==> src/rtl/lcd_msg_writer.sv <==
// lcd_msg_writer
//   Drives an HD44780-compatible 16x2 character LCD over its 8-bit parallel bus.
//   The bus is write-only.
//   After the power-up wait it sends the init sequence 0x38, 0x0C, 0x06, 0x01.
//   It then rewrites both text lines whenever the display index changes.
//   Line 1 reads "TRAFFIC STATE: <L>".
//   Line 2 reads "PHASE <D>/8" padded with spaces.
//
// Ports
//   clk      system clock
//   rst      asynchronous reset, active-low
//   state2   display index from the upstream mapper (valid 1..8)
//   lcd_e    LCD enable strobe
//   lcd_rs   register select: 0 = command, 1 = data
//   lcd_rw   read/write select, tied low
//   lcd_data LCD data bus
//   ready    init sequence complete
//   busy     init or refresh sequence in progress
module lcd_msg_writer #(
   parameter int unsigned INIT_WAIT = 750000,
   parameter int unsigned SETUP_CYC = 2,
   parameter int unsigned EN_CYC    = 12,
   parameter int unsigned CMD_WAIT  = 2000,
   parameter int unsigned CLR_WAIT  = 82000
) (
   input  logic       clk,
   input  logic       rst,
   input  logic [3:0] state2,
   output logic       lcd_e,
   output logic       lcd_rs,
   output logic       lcd_rw,
   output logic [7:0] lcd_data,
   output logic       ready,
   output logic       busy
);

   localparam int unsigned MAX_A = (INIT_WAIT > CLR_WAIT) ? INIT_WAIT : CLR_WAIT;
   localparam int unsigned MAX_B = (CMD_WAIT > EN_CYC) ? CMD_WAIT : EN_CYC;
   localparam int unsigned MAX_C = (MAX_B > SETUP_CYC) ? MAX_B : SETUP_CYC;
   localparam int unsigned MAXW  = (MAX_A > MAX_C) ? MAX_A : MAX_C;
   localparam int unsigned CW    = $clog2(MAXW + 1);

   // Text templates.
   // The '?' positions are replaced by the letter/digit derived from the snapshot.
   localparam logic [8*16-1:0] LINE1 = "TRAFFIC STATE: ?";
   localparam logic [8*16-1:0] LINE2 = "PHASE ?/8       ";

   localparam logic [5:0] LAST_INIT  = 6'd3;
   localparam logic [5:0] LAST_WRITE = 6'd33;

   typedef enum logic [1:0] {ST_PWR, ST_INIT, ST_IDLE, ST_WRITE} top_t;
   typedef enum logic [1:0] {PH_SETUP, PH_PULSE, PH_HOLD} phase_t;

   top_t          top_q, top_d;
   phase_t        phase_q, phase_d;
   logic [CW-1:0] cnt_q, cnt_d;
   logic [5:0]    idx_q, idx_d;
   logic [3:0]    snap_q, snap_d;
   logic [3:0]    shown_q, shown_d;
   logic [7:0]    data_q, data_d;
   logic          rs_q, rs_d;
   logic          e_q, e_d;
   logic          ready_q, ready_d;

   logic [CW-1:0] hold_len;
   logic [5:0]    nxt_idx;

   function automatic logic [7:0] init_cmd(input logic [1:0] i);
      logic [7:0] c;
      case (i)
         2'd0:    c = 8'h38;
         2'd1:    c = 8'h0C;
         2'd2:    c = 8'h06;
         default: c = 8'h01;
      endcase
      return c;
   endfunction

   // Returns {rs, data} for byte i of a refresh, given the snapshot index s.
   function automatic logic [8:0] msg_byte(input logic [5:0] i, input logic [3:0] s);
      logic       ok;
      logic [7:0] l;
      logic [7:0] d;
      logic [8:0] b;
      ok = (s >= 4'd1) && (s <= 4'd8);
      l  = ok ? (8'h40 + {4'h0, s}) : 8'h3F;
      d  = ok ? (8'h30 + {4'h0, s}) : 8'h3F;
      if (i == 6'd0)
         b = {1'b0, 8'h80};
      else if (i <= 6'd15)
         b = {1'b1, LINE1[8*(16 - int'(i)) +: 8]};
      else if (i == 6'd16)
         b = {1'b1, l};
      else if (i == 6'd17)
         b = {1'b0, 8'hC0};
      else if (i == 6'd24)
         b = {1'b1, d};
      else if (i <= 6'd33)
         b = {1'b1, LINE2[8*(33 - int'(i)) +: 8]};
      else
         b = {1'b1, 8'h20};
      return b;
   endfunction

   always_ff @(posedge clk or negedge rst) begin
      if (!rst) begin
         top_q   <= ST_PWR;
         phase_q <= PH_SETUP;
         cnt_q   <= '0;
         idx_q   <= '0;
         snap_q  <= '0;
         shown_q <= '0;
         data_q  <= '0;
         rs_q    <= 1'b0;
         e_q     <= 1'b0;
         ready_q <= 1'b0;
      end else begin
         top_q   <= top_d;
         phase_q <= phase_d;
         cnt_q   <= cnt_d;
         idx_q   <= idx_d;
         snap_q  <= snap_d;
         shown_q <= shown_d;
         data_q  <= data_d;
         rs_q    <= rs_d;
         e_q     <= e_d;
         ready_q <= ready_d;
      end
   end

   always_comb begin
      top_d    = top_q;
      phase_d  = phase_q;
      cnt_d    = cnt_q;
      idx_d    = idx_q;
      snap_d   = snap_q;
      shown_d  = shown_q;
      data_d   = data_q;
      rs_d     = rs_q;
      e_d      = 1'b0;
      ready_d  = ready_q;
      nxt_idx  = idx_q + 6'd1;
      // The Clear command needs the long post-strobe wait.
      // Every other byte uses the normal one.
      hold_len = (!rs_q && data_q == 8'h01) ? CW'(CLR_WAIT) : CW'(CMD_WAIT);

      case (top_q)
         ST_PWR: begin
            if (cnt_q == CW'(INIT_WAIT - 1)) begin
               top_d   = ST_INIT;
               phase_d = PH_SETUP;
               cnt_d   = '0;
               idx_d   = '0;
               rs_d    = 1'b0;
               data_d  = init_cmd(2'd0);
            end else begin
               cnt_d = cnt_q + CW'(1);
            end
         end

         ST_IDLE: begin
            if (state2 != shown_q) begin
               snap_d         = state2;
               top_d          = ST_WRITE;
               phase_d        = PH_SETUP;
               cnt_d          = '0;
               idx_d          = '0;
               {rs_d, data_d} = msg_byte(6'd0, state2);
            end
         end

         ST_INIT, ST_WRITE: begin
            case (phase_q)
               PH_SETUP: begin
                  if (cnt_q == CW'(SETUP_CYC - 1)) begin
                     phase_d = PH_PULSE;
                     cnt_d   = '0;
                     e_d     = 1'b1;
                  end else begin
                     cnt_d = cnt_q + CW'(1);
                  end
               end

               PH_PULSE: begin
                  if (cnt_q == CW'(EN_CYC - 1)) begin
                     phase_d = PH_HOLD;
                     cnt_d   = '0;
                  end else begin
                     cnt_d = cnt_q + CW'(1);
                     e_d   = 1'b1;
                  end
               end

               PH_HOLD: begin
                  if (cnt_q == hold_len - CW'(1)) begin
                     cnt_d   = '0;
                     phase_d = PH_SETUP;
                     if (top_q == ST_INIT) begin
                        if (idx_q == LAST_INIT) begin
                           top_d   = ST_IDLE;
                           ready_d = 1'b1;
                        end else begin
                           idx_d  = nxt_idx;
                           data_d = init_cmd(nxt_idx[1:0]);
                        end
                     end else begin
                        if (idx_q == LAST_WRITE) begin
                           top_d   = ST_IDLE;
                           shown_d = snap_q;
                        end else begin
                           idx_d          = nxt_idx;
                           {rs_d, data_d} = msg_byte(nxt_idx, snap_q);
                        end
                     end
                  end else begin
                     cnt_d = cnt_q + CW'(1);
                  end
               end

               default: begin
                  phase_d = PH_SETUP;
                  cnt_d   = '0;
               end
            endcase
         end

         default: top_d = ST_PWR;
      endcase
   end

   assign lcd_e    = e_q;
   assign lcd_rs   = rs_q;
   assign lcd_rw   = 1'b0;
   assign lcd_data = data_q;
   assign ready    = ready_q;
   assign busy     = (top_q != ST_IDLE);

endmodule

==> config.mk <==
export PLATFORM = sky130hd
export DESIGN_NAME = lcd_msg_writer
export DESIGN_NICKNAME = d
export VERILOG_FILES = /design/src/rtl/lcd_msg_writer.sv
export SDC_FILE = /design/constraint.sdc
export NUM_CORES = 1
export LEC_CHECK = 0
export ABC_AREA = 1
export CORE_MARGIN = 4
export CORE_UTILIZATION = 65
export CTS_BUF_LIST = sky130_fd_sc_hd__clkbuf_4
export DETAILED_ROUTE_END_ITERATION = 12
export GPL_ROUTABILITY_DRIVEN = 0
export GPL_TIMING_DRIVEN = 0
export HOLD_SLACK_MARGIN = 0.15
export PLACE_DENSITY = 0.93
export SYNTH_ARGS = -nofsm -noshare
export SYNTH_HDL_FRONTEND = slang
export SYNTH_SLANG_ARGS = --single-unit
==> constraint.sdc <==
create_clock -name clk -period 7.97 [get_ports clk]
set_clock_uncertainty 0.2 [all_clocks]
set_input_delay 1.594 -clock clk [delete_from_list [all_inputs] [get_ports clk]]
set_output_delay 1.594 -clock clk [all_outputs]
set_load 0.05 [all_outputs]
==> run metrics, run 1 <==
setup TNS=0 ns; vias in the first global route=3422; YS warnings=0; P&R area growth vs syn=9.975%; ANT cells=0; Hold Path Class=reg2reg; Syn Area/Cell=6.688 um^2; crit share post-route=0.4870; maximum vdd ir drop=0.1101 mV; initial antenna violation count=0; die height=81.64 um; Async SR Flop Fraction=1.000; Crit path arrival time=2.09 ns; post-synthesis sequential area ratio=0.3479; CP Launch Type=flip-flop; Max Transition Viols Final=0; post-CTS setup buffer count=0; largest net degree at the start of global routing=29; initial drt markers=397; worst slew pin tran=0.5312 ns; Clk pin slew, worst setup/hold paths=0.13 ns; worst slack, placed=4.065 ns; Power Total=0.4086 mW; H-tree Lvls=2; #FFs+latches synth=49; slowest stage cell, crit path=clkdlybuf4s50_1; DRC viols=0; Synth Net Count=541; Finished Cell Area=3876 um^2; fillers=372; CP peak stage delay=0.70 ns; Clock Latency Late Sink=0.37 ns; Hold Vio Cnt, Final=0; Cell variety after synth=41; fin nets=566; Setup WS post-layout=4.088 ns; DRT Wirelength=8704 um; core occupancy in the finished layout=0.7494; hold_buf cts=0; Overflow after GRT=0; outcome=finished, final reports clean; Via Count=3612; Crit path top cell by count=inv_1; unrepaired setup endpoints after global routing=false; Cell Area, Placed=3797 um^2; initial core utilization=0.6814; most used flip-flop cell after synthesis=dfrtp_1; top cells by area, synth=dfrtp_1 (35%), nand2_1 (13%), nor2_1 (8.3%); Site Rows=26; minimum clock period=3.882 ns; layout cell share with drive strength beyond 1=0.08318; wire length per cell=13.97 um; Buffers on Ports=17; critical path class=reg2out; CP bufs+invs=4; Cells after Synth=527; Max Cap Violations=0; f_max=0.2576 GHz; Lkg Pwr=1.924 nW; IO Count=19; worst-path fanout max=8; Hold WS=0.3164 ns; crit-path cells=clkbuf_2, inv_1, nor2_1, inv_1, clkdlybuf4s50_1; CTS tree=yes; Core Area=5172 um^2; 1st-pass router iterations=7; number of routed nets with antenna violations=0; first-pass GRT wire length=14810 um; cell taking the most area after synthesis=dfrtp_1; clk root buf=clkbuf_4; post-DP HPWL=6624 um; Crit path max-delay family=buffers and inverters; Cell Pwr Density=105.4 nW/um^2; mapped cell area=3525 um^2; deepest clock path buffer count=2; Slew headroom=0.6458; Finished Layout Cells=623; most used cells in the layout excluding fill and tap cells=nand2_1 (124), nor2_1 (78), inv_1 (67), dfrtp_1 (49), nand3_1 (43); CTS buffer count=5; clk sink count=49; die footprint=6664 um^2; cts repair resizes=0; endpoint class of the critical path=output port; vias per cell=5.798; GRT Total Usage=0.2829; EDFF count, synth=0; Placed Cells=615; endpoints failing setup=0; Worst EP required=6.18 ns; DIE WIDTH=81.64 um; Synth top area share=0.3479; commonest non-fill, non-tap cell in the layout=nand2_1
## layer usage
layer / GRT usage / up-vias / wire length (um)
met5: 0 / - / 0
met4: 0.1047 / 0 / 238
met3: 0.04167 / 28 / 688
met2: 0.4845 / 192 / 4183
met1: 0.3629 / 1656 / 3594
li1: - / 1736 / -
## cell families (layout without fill, tap and decap cells)
kind of cell,Yosys count,in the layout,share of synthesized area
other,1,1,0.001064
AOI/OAI and AO/OA,67,67,0.1061
buffers and inverters,90,116,0.1022
and+or+nand+nor,297,297,0.3770
DFF,49,49,0.3479
adders and majority gates,8,8,0.02840
xor gates and xnor gates,15,15,0.03727
## path summary, 6_finish.rpt
check                         start          end  slack [ns]  cells past startpoint
setup / recovery           top_q[1]         busy        4.09                      5
hold / removal                ready        ready        0.32                      1
setup reg to reg           idx_q[0]  lcd_data[6]        4.47                     17
hold reg to reg               ready        ready        0.32                      1
max in group asynchronous       rst     cnt_q[7]        6.05                      2
min in group asynchronous       rst  lcd_data[2]        0.98                      1
## synth_stat cells (all sizes together) (2+ instances only)
cell type  count
nand4         14
xor2          15
nor3          14
ha             8
a21oi         21
o211ai         2
dfrtp         49
o21ai         35
nand3         45
clkbuf         3
clkinv         3
inv           74
o31ai          2
a31oi          2
buf           10
nand2        132
nor2          81
a21boi         3
or2            3
nor4           6
## power breakdown
part	switching [mW]	internal (mW)	leakage, nW	total (mW)
logic	0.00743	0.00375	1.31	0.0112
clock network	0.0800	0.0688	0.0433	0.149
registers	0	0.249	0.571	0.249
total	0.0874	0.321	1.92	0.409
## flip-flops by register name (all words and copies together) (netlist names)
| signal | cells |
|---|---|
| lcd_e | 1 |
| idx_q | 6 |
| ready | 1 |
| cnt_q | 20 |
| top_q | 2 |
| lcd_rs | 1 |
| shown_q | 4 |
| lcd_data | 8 |
| phase_q | 2 |
| snap_q | 4 |
## area by class of cell
type	count	area, um^2	share of cell area
Buffer	13	71.32	0.01840
Clock buffer	6	45.04	0.01162
Clock inverter	2	33.78	0.008715
Inverter	77	289.0	0.07456
Multi-Input combinational cell	388	1938	0.5000
Sequential cell	49	1226	0.3163
Tap cell	70	87.58	0.02260
Timing Repair Buffer	18	185.2	0.04777
(Power assumes the default switching activity.)
==> inputs of run 2 (changes only) <==
--- a/config.mk
+++ b/config.mk
@@ -7,13 +7,13 @@
 export LEC_CHECK = 0
 export ABC_AREA = 1
 export CORE_MARGIN = 4
-export CORE_UTILIZATION = 65
+export CORE_UTILIZATION = 63
 export CTS_BUF_LIST = sky130_fd_sc_hd__clkbuf_4
 export DETAILED_ROUTE_END_ITERATION = 12
 export GPL_ROUTABILITY_DRIVEN = 0
 export GPL_TIMING_DRIVEN = 0
 export HOLD_SLACK_MARGIN = 0.15
-export PLACE_DENSITY = 0.93
+export PLACE_DENSITY = 0.9
 export SYNTH_ARGS = -nofsm -noshare
 export SYNTH_HDL_FRONTEND = slang
 export SYNTH_SLANG_ARGS = --single-unit
==> constraint.sdc (replaced) <==
create_clock -name clk -period 3.85 [get_ports clk]
set_clock_uncertainty 0.2 [all_clocks]
set_input_delay 0.77 -clock clk [delete_from_list [all_inputs] [get_ports clk]]
set_output_delay 0.77 -clock clk [all_outputs]
set_load 0.05 [all_outputs]
==> run metrics, run 2 (synthesized netlist as in run 1, its figures left out) <==
outcome=finished, final reports clean; deepest clock path buffer count=2; unrepaired setup endpoints after global routing=false; CP startpoint=idx_q[0]; post-CTS setup buffer count=0; Psw=0.1870 mW; vias in the first global route=3336; Worst R2R End=lcd_data[5]; minimum clock period=3.441 ns; metal3 WL=675 um; setup TNS=0 ns; CTS buffer count=5; Core Area=5270 um^2; Hold Vio Cnt, Final=0; Overflow after GRT=0; Pint=0.6573 mW; Hold WS=0.1444 ns; commonest non-fill, non-tap cell in the layout=nand2_1; Crit path arrival time=3.54 ns; hold_buf cts=0; ANT cells=0; Max Transition Viols Final=0; largest net degree at the start of global routing=28; post-DP HPWL=6624 um; CTS tree=yes; 1st-pass router iterations=5; most used cells in the layout excluding fill and tap cells=nand2_1 (124), nor2_1 (78), inv_1 (67), dfrtp_1 (48), nand3_1 (43); Worst EP required=3.95 ns; Largest register FFs=20; met1 WL=3754 um; Via Count=3593; fin nets=566; Lkg Pwr=1.920 nW; number of routed nets with antenna violations=0; die footprint=6855 um^2; clk sink count=49; Clk pin slew, worst setup/hold paths=0.16 ns; Clock Latency Late Sink=0.38 ns; Site Rows=26; endpoints failing setup=0; initial drt markers=379; endpoint class of the critical path=flip-flop; Max Cap Violations=0; die height=82.80 um; vias per cell=5.767; IO Count=19; worst slew pin tran=0.5311 ns; layout cell share with drive strength beyond 1=0.08499; crit share post-route=0.8936; met2 wire length=4069 um; Finished Cell Area=3877 um^2; wire length per cell=13.94 um; Critical Path End=lcd_data[5]; r2r setup slk=0.41 ns; DIE WIDTH=82.80 um; Hold Path Class=in2async; f_max=0.2907 GHz; Logic pwr share=0.027; highest metal used=met4; Sw Share=0.2215; DRT Wirelength=8687 um; Cell Pwr Density=217.7 nW/um^2; Slew headroom=0.6459; origin of the critical flop-to-flop path=idx_q[0]; Cell Area, Placed=3797 um^2; clk root buf=clkbuf_4; initial antenna violation count=0; GRT Total Usage=0.2805; first-pass GRT wire length=14900 um; initial core utilization=0.6688; Buffers on Ports=17; CP Launch Type=flip-flop; worst-path fanout max=10; P&R area growth vs syn=10.01%; DRC viols=0; Clock Power Share=0.364; Reg2Reg Depth=17; Sequential Power Share=0.610; Largest Register=cnt_q; H-tree Lvls=2; critical path class=reg2reg; maximum vdd ir drop=0.2305 mV
[run 2: what timing repair did]
item | 4_1_cts | 5_1_grt
endpoints found under the setup margin | 0 | 1
endpoints found under the hold margin | 0 | 0
gates resized for setup | 0 | 1
[run 2: cell type report]
type                       instances  area [um^2]
clock inverter                     3        41.29
inverter                          77        289.0
tap                               70        87.58
clock buffer                       5        37.54
timing repair buffer              18        185.2
buffer                            13        71.32
multi-input combinational        388         1938
sequential                        49         1227
fill                             446         1393
[run 2: power groups by stage]
| stage | sequential, mW | combinational, mW | clock, mW |
|---|---|---|---|
| after floorplan | 0.525 | 0.00494 | 0 |
| after global placement | 0.524 | 0.0210 | 0 |
| after detailed placement | 0.524 | 0.0235 | 0 |
| after CTS | 0.515 | 0.0235 | 0.312 |
| after global routing | 0.515 | 0.0259 | 0.331 |
| final | 0.515 | 0.0226 | 0.307 |
[run 2: critical path, cell delays in order (launching register included)]
cell      delay, ns
dfrtp_2        0.48
buf_2          0.26
inv_1          0.20
ha_1           0.33
buf_2          0.23
clkinv_1       0.26
ha_1           0.43
inv_1          0.16
nand3_1        0.13
nor2_1         0.12
nor2_1         0.05
nand2_1        0.06
nand2_1        0.06
nand2_1        0.06
nand2_1        0.07
nand2_1        0.06
nand2_1        0.05
a21oi_1        0.15
[run 2: stage by stage]
stage                     power [mW]  setup WS, ns  utilization  instances
final                         0.8443        0.4095       0.7358        623
after global routing          0.8724       0.08206       0.7358        623
after CTS                     0.8500        0.3874       0.7355        623
after detailed placement      0.5479        0.4157       0.7206        615
after global placement        0.5455        0.4800       0.7177        614
after floorplan               0.5295         1.003            -        527
[run 2: how the worst min path moves through the flow]
stage | start | to | slack [ns] | depth (start not counted)
after floorplan | rst | cnt_q[0] | 0.27 | 0
after global placement | ready | ready | 0.27 | 1
after detailed placement | ready | ready | 0.29 | 1
after CTS | rst | lcd_data[5] | 0.16 | 1
after global routing | rst | lcd_data[5] | 0.19 | 1
final | rst | lcd_data[6] | 0.14 | 1
[run 2: routing by layer]
metal	vias up	GRT usage
li1	1742	-
met1	1654	0.3803
met2	173	0.4671
met3	24	0.04644
met4	0	0.07190
met5	-	0
==> inputs of run 3 (changes only) <==
--- a/config.mk
+++ b/config.mk
@@ -6,6 +6,7 @@
 export NUM_CORES = 1
 export LEC_CHECK = 0
 export ABC_AREA = 1
+export CAP_MARGIN = 0
 export CORE_MARGIN = 4
 export CORE_UTILIZATION = 63
 export CTS_BUF_LIST = sky130_fd_sc_hd__clkbuf_4
==> results of run 3 <==
Same layout as run 2: the final DEF is identical, and so are final timing and power.
